$ cat config.mk
export PLATFORM = sky130hd
export DESIGN_NAME = imem_loader_flat
export DESIGN_NICKNAME = d
export VERILOG_FILES = /design/src/rtl/imem_loader_pkg.sv /design/src/rtl/imem_loader_if.sv /design/src/rtl/imem_loader_byte_packer_4x8.sv /design/src/rtl/imem_loader.sv /design/src/flat_wrapper.sv
export SDC_FILE = /design/constraint.sdc
export NUM_CORES = 1
export LEC_CHECK = 0
export CELL_PAD_IN_SITES_DETAIL_PLACEMENT = 1
export CELL_PAD_IN_SITES_GLOBAL_PLACEMENT = 2
export CORE_UTILIZATION = 32
export DETAILED_ROUTE_END_ITERATION = 7
export PLACE_DENSITY = 0.79
export SLEW_MARGIN = 40
export SYNTH_ARGS = -nofsm -noshare
export SYNTH_HDL_FRONTEND = slang
export SYNTH_SLANG_ARGS = --single-unit
$ cat constraint.sdc
create_clock -name clk -period 1.9 [get_ports clk]
set_input_delay 0.57 -clock clk [delete_from_list [all_inputs] [get_ports clk]]
set_output_delay 0.57 -clock clk [all_outputs]
set_load 0.05 [all_outputs]
$ cat src/rtl/imem_loader_pkg.sv
// Shared constants and state encoding for the instruction-memory loader.
// Depth is 64 words; the zero word is a MIPS NOP (sll $0,$0,0).
package imem_loader_pkg;

    localparam int          IMEM_ADDR_W = 6;
    localparam int          IMEM_DEPTH  = 64;
    localparam logic [31:0] NOP_WORD    = 32'h0000_0000;

    typedef enum logic [1:0] {
        LOAD  = 2'd0,
        WRITE = 2'd1,
        FILL  = 2'd2,
        DONE  = 2'd3
    } loader_state_e;

endpackage

$ cat src/rtl/imem_loader_if.sv
// Byte-stream input and instruction-memory write port of the loader.
// Handshake: a byte transfers on a posedge where s_valid and s_ready are both 1;
// the source holds s_valid/s_data/s_last stable until then, and s_ready never depends on s_valid.
interface imem_loader_if #(
    parameter int ADDR_W = 6,
    parameter int DATA_W = 32
);
    logic              s_valid;
    logic              s_ready;
    logic [7:0]        s_data;
    logic              s_last;
    logic              im_we;
    logic [ADDR_W-1:0] im_wa;
    logic [DATA_W-1:0] im_wd;

    modport master (
        output s_valid, s_data, s_last,
        input  s_ready, im_we, im_wa, im_wd
    );

    modport slave (
        input  s_valid, s_data, s_last,
        output s_ready, im_we, im_wa, im_wd
    );
endinterface

$ cat src/rtl/imem_loader_byte_packer_4x8.sv
// Packs big-endian bytes into 32-bit words; a short final word is left-justified
// with zero padding. word_o/word_valid_o describe the word completed by the current transfer.
module byte_packer_4x8 (
    input  logic        clk,
    input  logic        rst,
    input  logic        accept_i,
    input  logic [7:0]  byte_i,
    input  logic        last_i,
    output logic [31:0] word_o,
    output logic        word_valid_o
);
    logic [23:0] shift_q, shift_d;
    logic [1:0]  cnt_q, cnt_d;

    always_comb begin
        shift_d      = shift_q;
        cnt_d        = cnt_q;
        // Older-word bytes sitting above the current ones fall off the top of the shift.
        word_o       = {shift_q, byte_i} << {(2'd3 - cnt_q), 3'b000};
        word_valid_o = accept_i && ((cnt_q == 2'd3) || last_i);
        if (accept_i) begin
            shift_d = {shift_q[15:0], byte_i};
            cnt_d   = word_valid_o ? 2'd0 : cnt_q + 2'd1;
        end
    end

    always_ff @(posedge clk) begin
        if (!rst) begin
            shift_q <= '0;
            cnt_q   <= '0;
        end else begin
            shift_q <= shift_d;
            cnt_q   <= cnt_d;
        end
    end
endmodule

$ cat src/rtl/imem_loader.sv
// Fills the instruction memory from a byte stream, zero-fills the tail and
// holds the core in reset until every word has been written.
module imem_loader
    import imem_loader_pkg::*;
#(
    parameter int ADDR_W = IMEM_ADDR_W,
    parameter int DATA_W = 32
) (
    input  logic          clk,
    input  logic          rst,
    imem_loader_if.slave  bus,
    output logic          cpu_rst,
    output logic          done,
    output logic          error,
    output loader_state_e dbg_state_o
);
    localparam int unsigned       DEPTH   = (ADDR_W == IMEM_ADDR_W) ? IMEM_DEPTH : (1 << ADDR_W);
    localparam logic [ADDR_W-1:0] LAST_WA = ADDR_W'(DEPTH - 1);

    loader_state_e     state_q;
    logic [ADDR_W-1:0] word_cnt_q;
    logic [ADDR_W-1:0] im_wa_q;
    logic [DATA_W-1:0] im_wd_q;
    logic              s_ready_q, im_we_q, cpu_rst_q, done_q, error_q, last_q;

    logic              accept;
    logic              word_valid;
    logic [31:0]       word;
    logic [ADDR_W-1:0] wa_next;

    assign accept  = bus.s_valid & s_ready_q;
    assign wa_next = word_cnt_q + ADDR_W'(1);

    byte_packer_4x8 u_packer (
        .clk          (clk),
        .rst          (rst),
        .accept_i     (accept),
        .byte_i       (bus.s_data),
        .last_i       (bus.s_last),
        .word_o       (word),
        .word_valid_o (word_valid)
    );

    always_ff @(posedge clk) begin
        if (!rst) begin
            state_q    <= LOAD;
            word_cnt_q <= '0;
            im_wa_q    <= '0;
            im_wd_q    <= '0;
            s_ready_q  <= 1'b1;
            im_we_q    <= 1'b0;
            cpu_rst_q  <= 1'b1;
            done_q     <= 1'b0;
            error_q    <= 1'b0;
            last_q     <= 1'b0;
        end else begin
            case (state_q)
                LOAD: begin
                    if (word_valid) begin
                        state_q   <= WRITE;
                        s_ready_q <= 1'b0;
                        im_we_q   <= 1'b1;
                        im_wa_q   <= word_cnt_q;
                        im_wd_q   <= DATA_W'(word);
                        last_q    <= bus.s_last;
                    end
                end
                WRITE: begin
                    word_cnt_q <= wa_next;
                    if (word_cnt_q == LAST_WA) begin
                        state_q <= DONE;
                        im_we_q <= 1'b0;
                        done_q  <= 1'b1;
                    end else if (last_q) begin
                        state_q <= FILL;
                        im_wa_q <= wa_next;
                        im_wd_q <= DATA_W'(NOP_WORD);
                    end else begin
                        state_q   <= LOAD;
                        im_we_q   <= 1'b0;
                        s_ready_q <= 1'b1;
                    end
                end
                FILL: begin
                    if (word_cnt_q == LAST_WA) begin
                        state_q <= DONE;
                        im_we_q <= 1'b0;
                        done_q  <= 1'b1;
                    end else begin
                        word_cnt_q <= wa_next;
                        im_wa_q    <= wa_next;
                    end
                end
                DONE: begin
                    // Release one cycle after entry so the core's PC init sees a complete image.
                    cpu_rst_q <= 1'b0;
                    if (!last_q && bus.s_valid) begin
                        error_q <= 1'b1;
                    end
                end
                default: state_q <= LOAD;
            endcase
        end
    end

    assign bus.s_ready = s_ready_q;
    assign bus.im_we   = im_we_q;
    assign bus.im_wa   = im_wa_q;
    assign bus.im_wd   = im_wd_q;
    assign cpu_rst     = cpu_rst_q;
    assign done        = done_q;
    assign error       = error_q;
    assign dbg_state_o = state_q;
endmodule
$ cat src/flat_wrapper.sv
// flat-port wrapper written by rule: the top's interface ports become plain ports
module imem_loader_flat import imem_loader_pkg::*;
#(
    parameter int ADDR_W = IMEM_ADDR_W,
    parameter int DATA_W = 32
)
  (clk, rst, cpu_rst, done, error, dbg_state_o, bus_s_valid, bus_s_data, bus_s_last, bus_s_ready, bus_im_we, bus_im_wa, bus_im_wd);
  imem_loader_if #(.ADDR_W(ADDR_W), .DATA_W(DATA_W)) bus_i ();
  input  logic clk;
  input  logic rst;
  output logic cpu_rst;
  output logic done;
  output logic error;
  output loader_state_e dbg_state_o;
  input wire logic [$bits(bus_i.s_valid)-1:0] bus_s_valid;
  input wire logic [$bits(bus_i.s_data)-1:0] bus_s_data;
  input wire logic [$bits(bus_i.s_last)-1:0] bus_s_last;
  output wire logic [$bits(bus_i.s_ready)-1:0] bus_s_ready;
  output wire logic [$bits(bus_i.im_we)-1:0] bus_im_we;
  output wire logic [$bits(bus_i.im_wa)-1:0] bus_im_wa;
  output wire logic [$bits(bus_i.im_wd)-1:0] bus_im_wd;
  assign bus_i.s_valid = bus_s_valid;
  assign bus_i.s_data = bus_s_data;
  assign bus_i.s_last = bus_s_last;
  assign bus_s_ready = bus_i.s_ready;
  assign bus_im_we = bus_i.im_we;
  assign bus_im_wa = bus_i.im_wa;
  assign bus_im_wd = bus_i.im_wd;
  imem_loader #(.ADDR_W(ADDR_W), .DATA_W(DATA_W)) u_core (.clk(clk), .rst(rst), .bus(bus_i), .cpu_rst(cpu_rst), .done(done), .error(error), .dbg_state_o(dbg_state_o));
endmodule
==> flow_summary.toml, run 1 <==
[run_status]
outcome = "complete, but fails checks"
violated_checks = "design-rule violations"

[timing]
timing.final.crit_share_pct = 97.5
final.hold.worst_slack_ns = 0.463
worst_slack_ns = 0.0470
tightestPinTransition_ns = 0.446
final-hold-violation-count = 0
period_needed_ns = 1.85
setup_viol_count_final = 0
setup-tns-final_ns = 0
slew_viol_final = 0
max_freq_mhz = 540
relSlewSlack_pct = 70.3
clock_skew_ns = 0.0104

[global_route]
grt_util_all_layers_pct = 18.5
grt_pass1_wl_um = 16300
maximum_number_of_pins_on_one_net_before_global_route_repair = 29
vias_in_the_first_global_route = 3213
antenna_violations_before_repair = 0
globalRouteOverflowTotal = 0

[floorplan]
die_width_um = 107
start_util_pct = 32.8
placementRows = 38
floorplan.die.height_um = 107
design.die.area_sq_um = 11500
io-pin-count = 57
design.core.area_sq_um = 10800

[hold_path]
hold_class = "reg2reg"

[power]
cellLeakagePower_nw = 1.83
peakVddDrop_v = 0.000331
p_per_area_nw_per_um2 = 826

[worst_setup_path]
slowest_library_cell_on_the_worst_path = "clkdlybuf4s50_1"
cp_data_required_time_ns = 2.16
critical_path_class = "in2reg"
crit_path_max_incr_delay_ns = 0.53
crit_arrival_ns = 2.12
endpoint_kind = "register"
cp_num_buf_inv = 3
crit_fanout = 12
path_cells = "clkdlybuf4s50_1 > o211ai_4 > a221oi_4 > buf_4 > a21oi_4 > buf_12 > a32o_1"
critPathTopFamily = "buffers and inverters"
critical_path_source_type = "input port"

[yosys]
ys_top_cells_by_area = "dfxtp_1 44%, nand2_1 9.6%, mux2i_1 8.7%, a21oi_1 4.5%, o2bb2ai_1 3.9%"
synth_area_sq_um = 3550
synthesized_area_per_cell_sq_um = 9.02
top_area_cell_type_share_of_the_netlist_area_pct = 44.0
synth_cells = 394
postSynthNetCount = 412
number_of_distinct_library_cells_after_synthesis = 50
synth_edf_count = 0
seq_area_frac_synth_pct = 44.0
synth-async-reset-ratio_pct = 0
synth_ff_type = "dfxtp_1"
synth_top_cell_by_area = "dfxtp_1"
synthesis_warning_total = 0
synth.ff_latch_count = 78

[routing]
drt_wl_total_um = 10400
routed_via_density = 5.09
drc = 2
drtAntennaViolNets = 0
drt_first_pass_iters = 6
via_count = 3150
routedWlPerCell_um = 16.8
detailedRoute.firstIterationViolations = 113

[place]
buffer_ports.inserted = 56
hpwlAfterDp_um = 7270
dp_cells = 599
finalWeightedCongestion = 0.758
place_ws_ns = -0.410

[final_layout]
final_common_cell = "nand2_1"
multi_input_comb_area_sq_um = 1860
final_layout_size_suffix_gt1_share_pct = 26.5
ff_latch_area_sq_um = 1570
area_delta_synth_final_pct = 31.3
nets = 492
fillers = 1291
antenna-diode-count = 0
final_cell_count_no_fill = 619
layout_common_cells = "91 x nand2_1, 81 x buf_4, 76 x dfxtp_1"

[clock_network]
clkLatencyLatePin_ns = 0.37
clkTransAtPathRegs_ns = 0.08
numClockSinks = 78
cts_tree = "built"
clock_tree.root_cell = "clkbuf_8"
cts_htree_levels = 3
cts-buffers-inserted = 9
cts_max_path_buffers = 2

[run]
drv_cap = 0
==> worst min-delay path, delay by kind of cell, from the launching register on <==
| family | cells | cell delay, ns |
|---|---|---|
| flops | 1 | 0.32 |
| simple gates | 1 | 0.05 |
| compound gates | 1 | 0.05 |
==> sequential cells by signal, indices dropped and copies added (netlist names) <==
signal and cells:
u_core.bus.im_wd 32, u_core.u_packer.shift_q 24, u_core.bus.im_wa 6, u_core.dbg_state_o 2, u_core.last_q 1, u_core.bus.im_we 1, u_core.cpu_rst 1, u_core.error 1
u_core.bus.s_ready 1, u_core.word_cnt_q 6, u_core.u_packer.cnt_q 2, u_core.done 1
==> per-stage QoR <==
stage,area [sq um],utilization [%],total power [W]
after floorplan,3560,-,0.00226
after global placement,4390,40.5,0.00252
after CTS,4590,42.4,0.00385
after detailed placement,4390,40.5,0.00253
final,4660,43.0,0.00385
after global routing,4660,43.0,0.00405
==> power by group <==
group / switching [W] / total [W] / internal (W)
clock network: 0.000685 / 0.00131 / 0.000625
logic: 0.000468 / 0.000806 / 0.000338
registers: 0.0000459 / 0.00174 / 0.00169
total: 0.00120 / 0.00385 / 0.00265
==> worst paths after layout <==
check	from	endpoint	slack [ns]	cells past startpoint
max	bus_s_last	u_core.bus.im_wd[29]$_SDFFE_PN0P_	0.05	7
min	u_core.u_packer.shift_q[17]$_SDFFE_PN0P_	u_core.u_packer.shift_q[17]$_SDFFE_PN0P_	0.46	2
max reg2reg	u_core.dbg_state_o[0]$_SDFFE_PN0P_	u_core.bus.im_wd[29]$_SDFFE_PN0P_	0.10	8
min reg2reg	u_core.u_packer.shift_q[17]$_SDFFE_PN0P_	u_core.u_packer.shift_q[17]$_SDFFE_PN0P_	0.46	2
==> final cells by class <==
type                       count  share of cell area [%]
sequential                    78                    33.6
timing repair buffer          98                    18.0
inverter                       6                   0.483
clock inverter                 7                    1.72
clock buffer                   9                    2.66
tap                          140                    3.76
multi-input combinational    281                    39.8
==> metal layers <==
layer	share of wire, %	routed length, um	track usage (%)	vias up
met5	0	0	0	-
met4	1.8	187	7.05	0
met3	3.4	357	3.51	14
met2	48	4960	30.3	55
met1	47	4890	23.9	1531
li1	-	-	-	1550
==> what timing repair did <==
item,CTS,global route
pin swaps,1,3
hold buffers,0,0
endpoints found under the setup margin,21,39
buffers inserted,0,3
resized for setup,1,6
hold endpoints to repair,0,0
cloned,0,1
==> cell families after synthesis <==
logic type,count (synthesis),synth area share (%)
DFF,78,44.0
AOI/OAI and AO/OA,91,18.8
buffers and inverters,36,4.83
adders and majority gates,6,2.11
muxes,40,11.6
and+or+nand+nor,137,17.2
xor gates and xnor gates,6,1.48
==> synthesized netlist by cell type, drive strengths merged (2+ instances only) <==
cell type  number
nor3            2
dfxtp          78
a21oi          33
clkbuf         12
o21ai          10
mux2            9
a31oi           4
inv             6
buf            18
nand4           3
mux2i          31
ha              6
nand3           8
xnor2           3
a21o            2
nand2b         10
nand2          92
or4             2
o2bb2ai        16
a22oi           8
xor2            3
a32o            8
nor2           12
Note: power is estimated with default switching activity, not from simulation.
==> inputs of run 2 (changes only) <==
--- a/config.mk
+++ b/config.mk
@@ -7,9 +7,10 @@
 export LEC_CHECK = 0
 export CELL_PAD_IN_SITES_DETAIL_PLACEMENT = 1
 export CELL_PAD_IN_SITES_GLOBAL_PLACEMENT = 2
-export CORE_UTILIZATION = 32
+export CORE_UTILIZATION = 34
+export CTS_BUF_LIST = sky130_fd_sc_hd__clkbuf_2 sky130_fd_sc_hd__clkbuf_4 sky130_fd_sc_hd__clkbuf_8
 export DETAILED_ROUTE_END_ITERATION = 7
-export PLACE_DENSITY = 0.79
+export PLACE_DENSITY = 0.83
 export SLEW_MARGIN = 40
 export SYNTH_ARGS = -nofsm -noshare
 export SYNTH_HDL_FRONTEND = slang
==> run 2 against run 1 <==
Compared with the run above: the run now ends clean; via count is 0.38% higher; register-to-register slack hardly changed; sequential power hardly changed; first-iteration DRC count is 42% lower; critical path depth stayed put; clock skew is 0.0014 ns higher; largest power group unchanged.
==> flow_summary.toml, run 2 (synthesis gave the netlist of run 1 again) <==
[global_route]
grt_util_all_layers_pct = 19.5
globalRouteOverflowTotal = 0
grt_pass1_wl_um = 16700
antenna_violations_before_repair = 0
maximum_number_of_pins_on_one_net_before_global_route_repair = 29
vias_in_the_first_global_route = 3209

[floorplan]
io-pin-count = 57
placementRows = 36
die_width_um = 104
design.core.area_sq_um = 9950
design.die.area_sq_um = 10900
start_util_pct = 35.7
floorplan.die.height_um = 104

[timing]
tightestPinTransition_ns = 0.439
setup-tns-final_ns = 0
slew_viol_final = 0
setup_repair_after_global_routing_missed_its_margin = "false"
clock_skew_ns = 0.0118
relSlewSlack_pct = 70.7
final.hold.worst_slack_ns = 0.458
max_freq_mhz = 557
setup_viol_count_final = 0
final-hold-violation-count = 0
timing.final.crit_share_pct = 94.5
period_needed_ns = 1.80

[place]
buffer_ports.inserted = 56
finalWeightedCongestion = 0.752
placedInstanceArea_sq_um = 4350
hpwlAfterDp_um = 7320

[final_layout]
antenna-diode-count = 0
number_of_flip_flops_in_the_largest_register = 32
fillers = 1168
finalCoreUtilization_pct = 46.7
final_common_cell = "nand2_1"
layout_common_cells = "91 x nand2_1, 85 x buf_4, 76 x dfxtp_1"
area_delta_synth_final_pct = 30.8
finalInstanceArea_sq_um = 4650
final_layout_size_suffix_gt1_share_pct = 25.9
nets = 492

[clock_network]
numClockSinks = 78
clkLatencyLatePin_ns = 0.36
clock_tree.root_cell = "clkbuf_8"
cts_htree_levels = 3
cts_max_path_buffers = 2
cts_hold_buffers = 0
clkTransAtPathRegs_ns = 0.09
cts_tree = "built"
cts-buffers-inserted = 9

[routing]
drtAntennaViolNets = 0
routed_via_density = 5.17
detailedRoute.firstIterationViolations = 65
drt_wl_total_um = 10500
wl_met1_um = 5240
top_signal_layer_used = "met4"
routedWlPerCell_um = 17.1
wl_met3_um = 298
drc = 0
via_count = 3162
dr_wl_met2_um = 4790
drt_first_pass_iters = 4

[worst_setup_path]
critical_path_class = "reg2reg"
path_cells = "inv_1 > ha_1 > nand2b_4 > a221oi_4 > buf_4 > a21oi_4 > a32o_1"
cp_data_required_time_ns = 2.16
crit_arrival_ns = 2.05
slowest_library_cell_on_the_worst_path = "dfxtp_4"
crit_fanout = 12
crit_path_max_incr_delay_ns = 0.38
critical_path_source_type = "register"
critPathTopFamily = "compound AO/OA/AOI/OAI gates"
cp_num_buf_inv = 2
endpoint_kind = "register"

[power]
cellLeakagePower_nw = 1.85
peakVddDrop_v = 0.000381
p_per_area_nw_per_um2 = 885

[run]
drv_cap = 0

[hold_path]
hold_class = "reg2reg"

[run_status]
outcome = "finished, final reports clean"
## run 2: cell count changes in the layout (fill, tap and decap cells not counted), sizes merged
cell / delta
clkdlybuf4s50: -2
clkbuf: +1
clkinvlp: -1
inv: -3
bufinv: +2
dlygate4sd2: +2
clkinv: +1
## run 2: timing repair
action | CTS | global route
buffers inserted | 0 | 2
endpoints found under the hold margin | 0 | 0
gates cloned | 0 | 1
pin swaps | 1 | 2
endpoints found under the setup margin | 32 | 34
resized for setup | 2 | 4
## run 2: worst min-delay path, delay by kind of cell, from the launching register on
family             cells  cell delay [ns]
DFF                    1             0.32
and+or+nand+nor        1             0.05
AOI/OAI and AO/OA      1             0.05
## run 2: final cells by class
| cell class | count | area [sq um] | share of cell area (%) |
|---|---|---|---|
| multi-input combinational | 281 | 1850 | 39.8 |
| clock inverter | 6 | 118 | 2.53 |
| sequential | 78 | 1570 | 33.7 |
| inverter | 6 | 22.5 | 0.485 |
| timing repair buffer | 98 | 786 | 16.9 |
| clock buffer | 10 | 138 | 2.96 |
| tap | 133 | 166 | 3.58 |
## run 2: final timing paths
kind,startpoint,endpoint,slack (ns),depth (start not counted)
worst max-delay path,u_core.dbg_state_o[1]$_SDFFE_PN0P_,u_core.bus.im_wd[31]$_SDFFE_PN0P_,0.10,7
worst min-delay path,u_core.u_packer.shift_q[16]$_SDFFE_PN0P_,u_core.u_packer.shift_q[16]$_SDFFE_PN0P_,0.46,2
worst max register to register,u_core.dbg_state_o[1]$_SDFFE_PN0P_,u_core.bus.im_wd[31]$_SDFFE_PN0P_,0.10,7
worst min register to register,u_core.u_packer.shift_q[16]$_SDFFE_PN0P_,u_core.u_packer.shift_q[16]$_SDFFE_PN0P_,0.46,2
## run 2: stage by stage
step / power (W) / std cells / setup slack [ns]
2_1_floorplan: 0.00226 / 394 / 0.00732
3_3_place_gp: 0.00251 / 593 / -0.369
3_5_place_dp: 0.00253 / 593 / -0.445
4_1_cts: 0.00411 / 609 / -0.00612
5_1_grt: 0.00427 / 612 / 0.0219
6_report: 0.00411 / 612 / 0.105
## run 2: report_power, final
group	internal [W]	switching (W)	total, W	leakage (nW)
clock	0.000920	0.000669	0.00159	0.125
combinational	0.000314	0.000464	0.000777	1.09
sequential	0.00169	0.0000514	0.00174	0.633
## run 2: layer usage
layer  vias up  global-route usage, %
li1       1542                      -
met1      1558                   26.7
met2        51                   30.8
met3        11                   2.76
met4         0                   7.65
met5         -                      0
==> inputs of run 3 (changes only) <==
--- a/config.mk
+++ b/config.mk
@@ -10,7 +10,9 @@
 export CORE_UTILIZATION = 34
 export CTS_BUF_LIST = sky130_fd_sc_hd__clkbuf_2 sky130_fd_sc_hd__clkbuf_4 sky130_fd_sc_hd__clkbuf_8
 export DETAILED_ROUTE_END_ITERATION = 7
+export MAX_ROUTING_LAYER = met4
 export PLACE_DENSITY = 0.83
+export REMOVE_ABC_BUFFERS = 1
 export SLEW_MARGIN = 40
 export SYNTH_ARGS = -nofsm -noshare
 export SYNTH_HDL_FRONTEND = slang
==> run 3 against run 2 <==
Compared with the run above: total power shrank 11%; setup slack gained 0.0072 ns; cell area shrank 0.51%; sequential power is essentially flat; flip-flop and latch count is the same; clock power shrank 31%; wire length shrank 5.4%; register-to-register slack is essentially flat; critical endpoint is now u_core.bus.im_wd[14]$_SDFFE_PN0P_.
==> flow_summary.toml, run 3 (synthesis gave the netlist of run 1 again) <==
[run_status]
outcome = "finished, final reports clean"

[worst_setup_path]
crit_arrival_ns = 2.03
path_cells = "ha_1 > o211ai_4 > a221oi_4 > buf_6 > a21oi_4 > buf_4 > o2bb2ai_1"
cp_num_buf_inv = 2
r2r_end = "u_core.bus.im_wd[14]$_SDFFE_PN0P_"
critical_path_source_type = "register"
slowest_library_cell_on_the_worst_path = "a221oi_4"
r2r_setup_slack_ns = 0.11
crit_path_max_incr_delay_ns = 0.40
crit_fanout = 7
critPathTopFamily = "compound AO/OA/AOI/OAI gates"
cp_data_required_time_ns = 2.14
r2r_cells = 7
rr_startpoint = "u_core.u_packer.cnt_q[0]$_SDFFE_PN0P_"
critical_path_class = "reg2reg"
endpoint_kind = "register"

[power]
cellLeakagePower_nw = 1.84
peakVddDrop_v = 0.000375
p_per_area_nw_per_um2 = 792

[final_layout]
ff_latch_area_sq_um = 1560
final_layout_size_suffix_gt1_share_pct = 25.4
layout_common_cells = "91 x nand2_1, 78 x buf_4, 77 x dfxtp_1"
finalInstanceArea_sq_um = 4620
number_of_flip_flops_in_the_largest_register = 32
area_delta_synth_final_pct = 30.1
final_common_cell = "nand2_1"
multi_input_comb_area_sq_um = 1860
fillers = 1160
nets = 491
antenna-diode-count = 0

[global_route]
globalRouteOverflowTotal = 0
antenna_violations_before_repair = 0
maximum_number_of_pins_on_one_net_before_global_route_repair = 29
grt_pass1_wl_um = 16200
vias_in_the_first_global_route = 3204
grt_util_all_layers_pct = 19.4

[timing]
period_needed_ns = 1.79
max_freq_mhz = 559
final.hold.worst_slack_ns = 0.460
final-hold-violation-count = 0
timing.final.crit_share_pct = 94.1
setup_viol_count_final = 0
tightestPinTransition_ns = 0.440
relSlewSlack_pct = 70.6
clock_skew_ns = 0.0128
setup_repair_after_global_routing_missed_its_margin = "false"
slew_viol_final = 0

[clock_network]
numClockSinks = 78
cts-buffers-inserted = 9
clkLatencyLatePin_ns = 0.35
cts_max_path_buffers = 2
cts_tree = "built"
clkTransAtPathRegs_ns = 0.09
clock_tree.root_cell = "clkbuf_8"
cts_hold_buffers = 0
cts_htree_levels = 3

[routing]
detailedRoute.firstIterationViolations = 108
via_count = 3131
drt_wl_total_um = 9910
drc = 0
routed_via_density = 5.13
drt_first_pass_iters = 4
drtAntennaViolNets = 0
routedWlPerCell_um = 16.2

[floorplan]
placementRows = 36
floorplan.die.height_um = 104
design.die.area_sq_um = 10900
design.core.area_sq_um = 9950
io-pin-count = 57
start_util_pct = 35.7
die_width_um = 104

[hold_path]
min_to = "u_core.bus.im_wa[1]$_SDFFE_PN0P_"
hold_class = "reg2reg"
hold-path-cell-count = 2
worstHoldStart = "u_core.bus.im_wa[1]$_SDFFE_PN0P_"

[place]
hpwlAfterDp_um = 6550
placedInstanceArea_sq_um = 4370
buffer_ports.inserted = 56
finalWeightedCongestion = 0.800

[run]
drv_cap = 0
==> run 3: cell count changes in the layout (fill, tap and decap cells not counted), sizes merged <==
cell          delta
clkinvlp         +1
clkbuf           -1
bufinv           -3
dlymetal6s2s     +2
clkinv           +2
dlygate4sd2      -2
buf              -1
==> run 3: worst register-to-register path: cells and delay by family (launching register included) <==
family / cells / cell delay [ns]
adders and majority gates: 1 / 0.28
DFF: 1 / 0.36
buffers and inverters: 2 / 0.34
AOI/OAI and AO/OA: 4 / 0.70
==> run 3: power breakdown <==
part           internal, W  switching [W]
clock network     0.000465       0.000639
registers          0.00169      0.0000479
logic             0.000349       0.000464
total              0.00251        0.00115
==> run 3: worst max path at each step <==
stage                                               start                           endpoint  slack, ns  cells past startpoint
global route            u_core.word_cnt_q[1]$_SDFFE_PN0P_  u_core.word_cnt_q[4]$_SDFFE_PN0P_      0.003                      7
finish              u_core.u_packer.cnt_q[0]$_SDFFE_PN0P_  u_core.bus.im_wd[14]$_SDFFE_PN0P_       0.11                      7
CTS                                           bus_s_valid   u_core.bus.im_wd[4]$_SDFFE_PN0P_       0.02                      6
global placement                               bus_s_last  u_core.bus.im_wd[30]$_SDFFE_PN0P_      -0.37                      5
floorplan           u_core.u_packer.cnt_q[0]$_SDFFE_PN0P_  u_core.bus.im_wd[24]$_SDFFE_PN0P_      -0.56                      5
detailed placement                             bus_s_last  u_core.bus.im_wd[27]$_SDFFE_PN0P_      -0.42                      5
==> run 3: area by class of cell <==
type                    instances  share of cell area (%)
multi-input cells             281                    40.1
clock buffers                   9                    2.68
flip-flops and latches         78                    33.8
inverters                       6                   0.487
repair buffers                 97                    18.4
well taps                     133                    3.60
clock inverters                 6                   0.839
==> run 3: repair_timing <==
item / 4_1_cts / 5_1_grt
endpoints found under the setup margin: 28 / 33
gates cloned: 1 / 0
pin swaps: 2 / 3
buffers inserted: 1 / 3
resized for setup: 2 / 7
==> run 3: per-layer routing <==
layer,part of all wire (%),wire (um),track usage (%)
met1,49,4850,24.5
met2,47,4660,31.6
met3,2.3,228,2.82
met4,1.7,171,6.84
met5,0,0,-
==> run 3: stage by stage <==
step	utilization (%)	setup slack, ns	total power (W)	TNS, ns	instances
3_5_place_dp	43.9	-0.417	0.00253	-16.30	590
6_report	46.4	0.112	0.00366	0	610
2_1_floorplan	-	-0.559	0.00222	-19.68	364
5_1_grt	46.4	0.00302	0.00383	0	610
3_3_place_gp	43.9	-0.373	0.00252	-12.99	590
4_1_cts	45.8	0.0187	0.00366	0	607
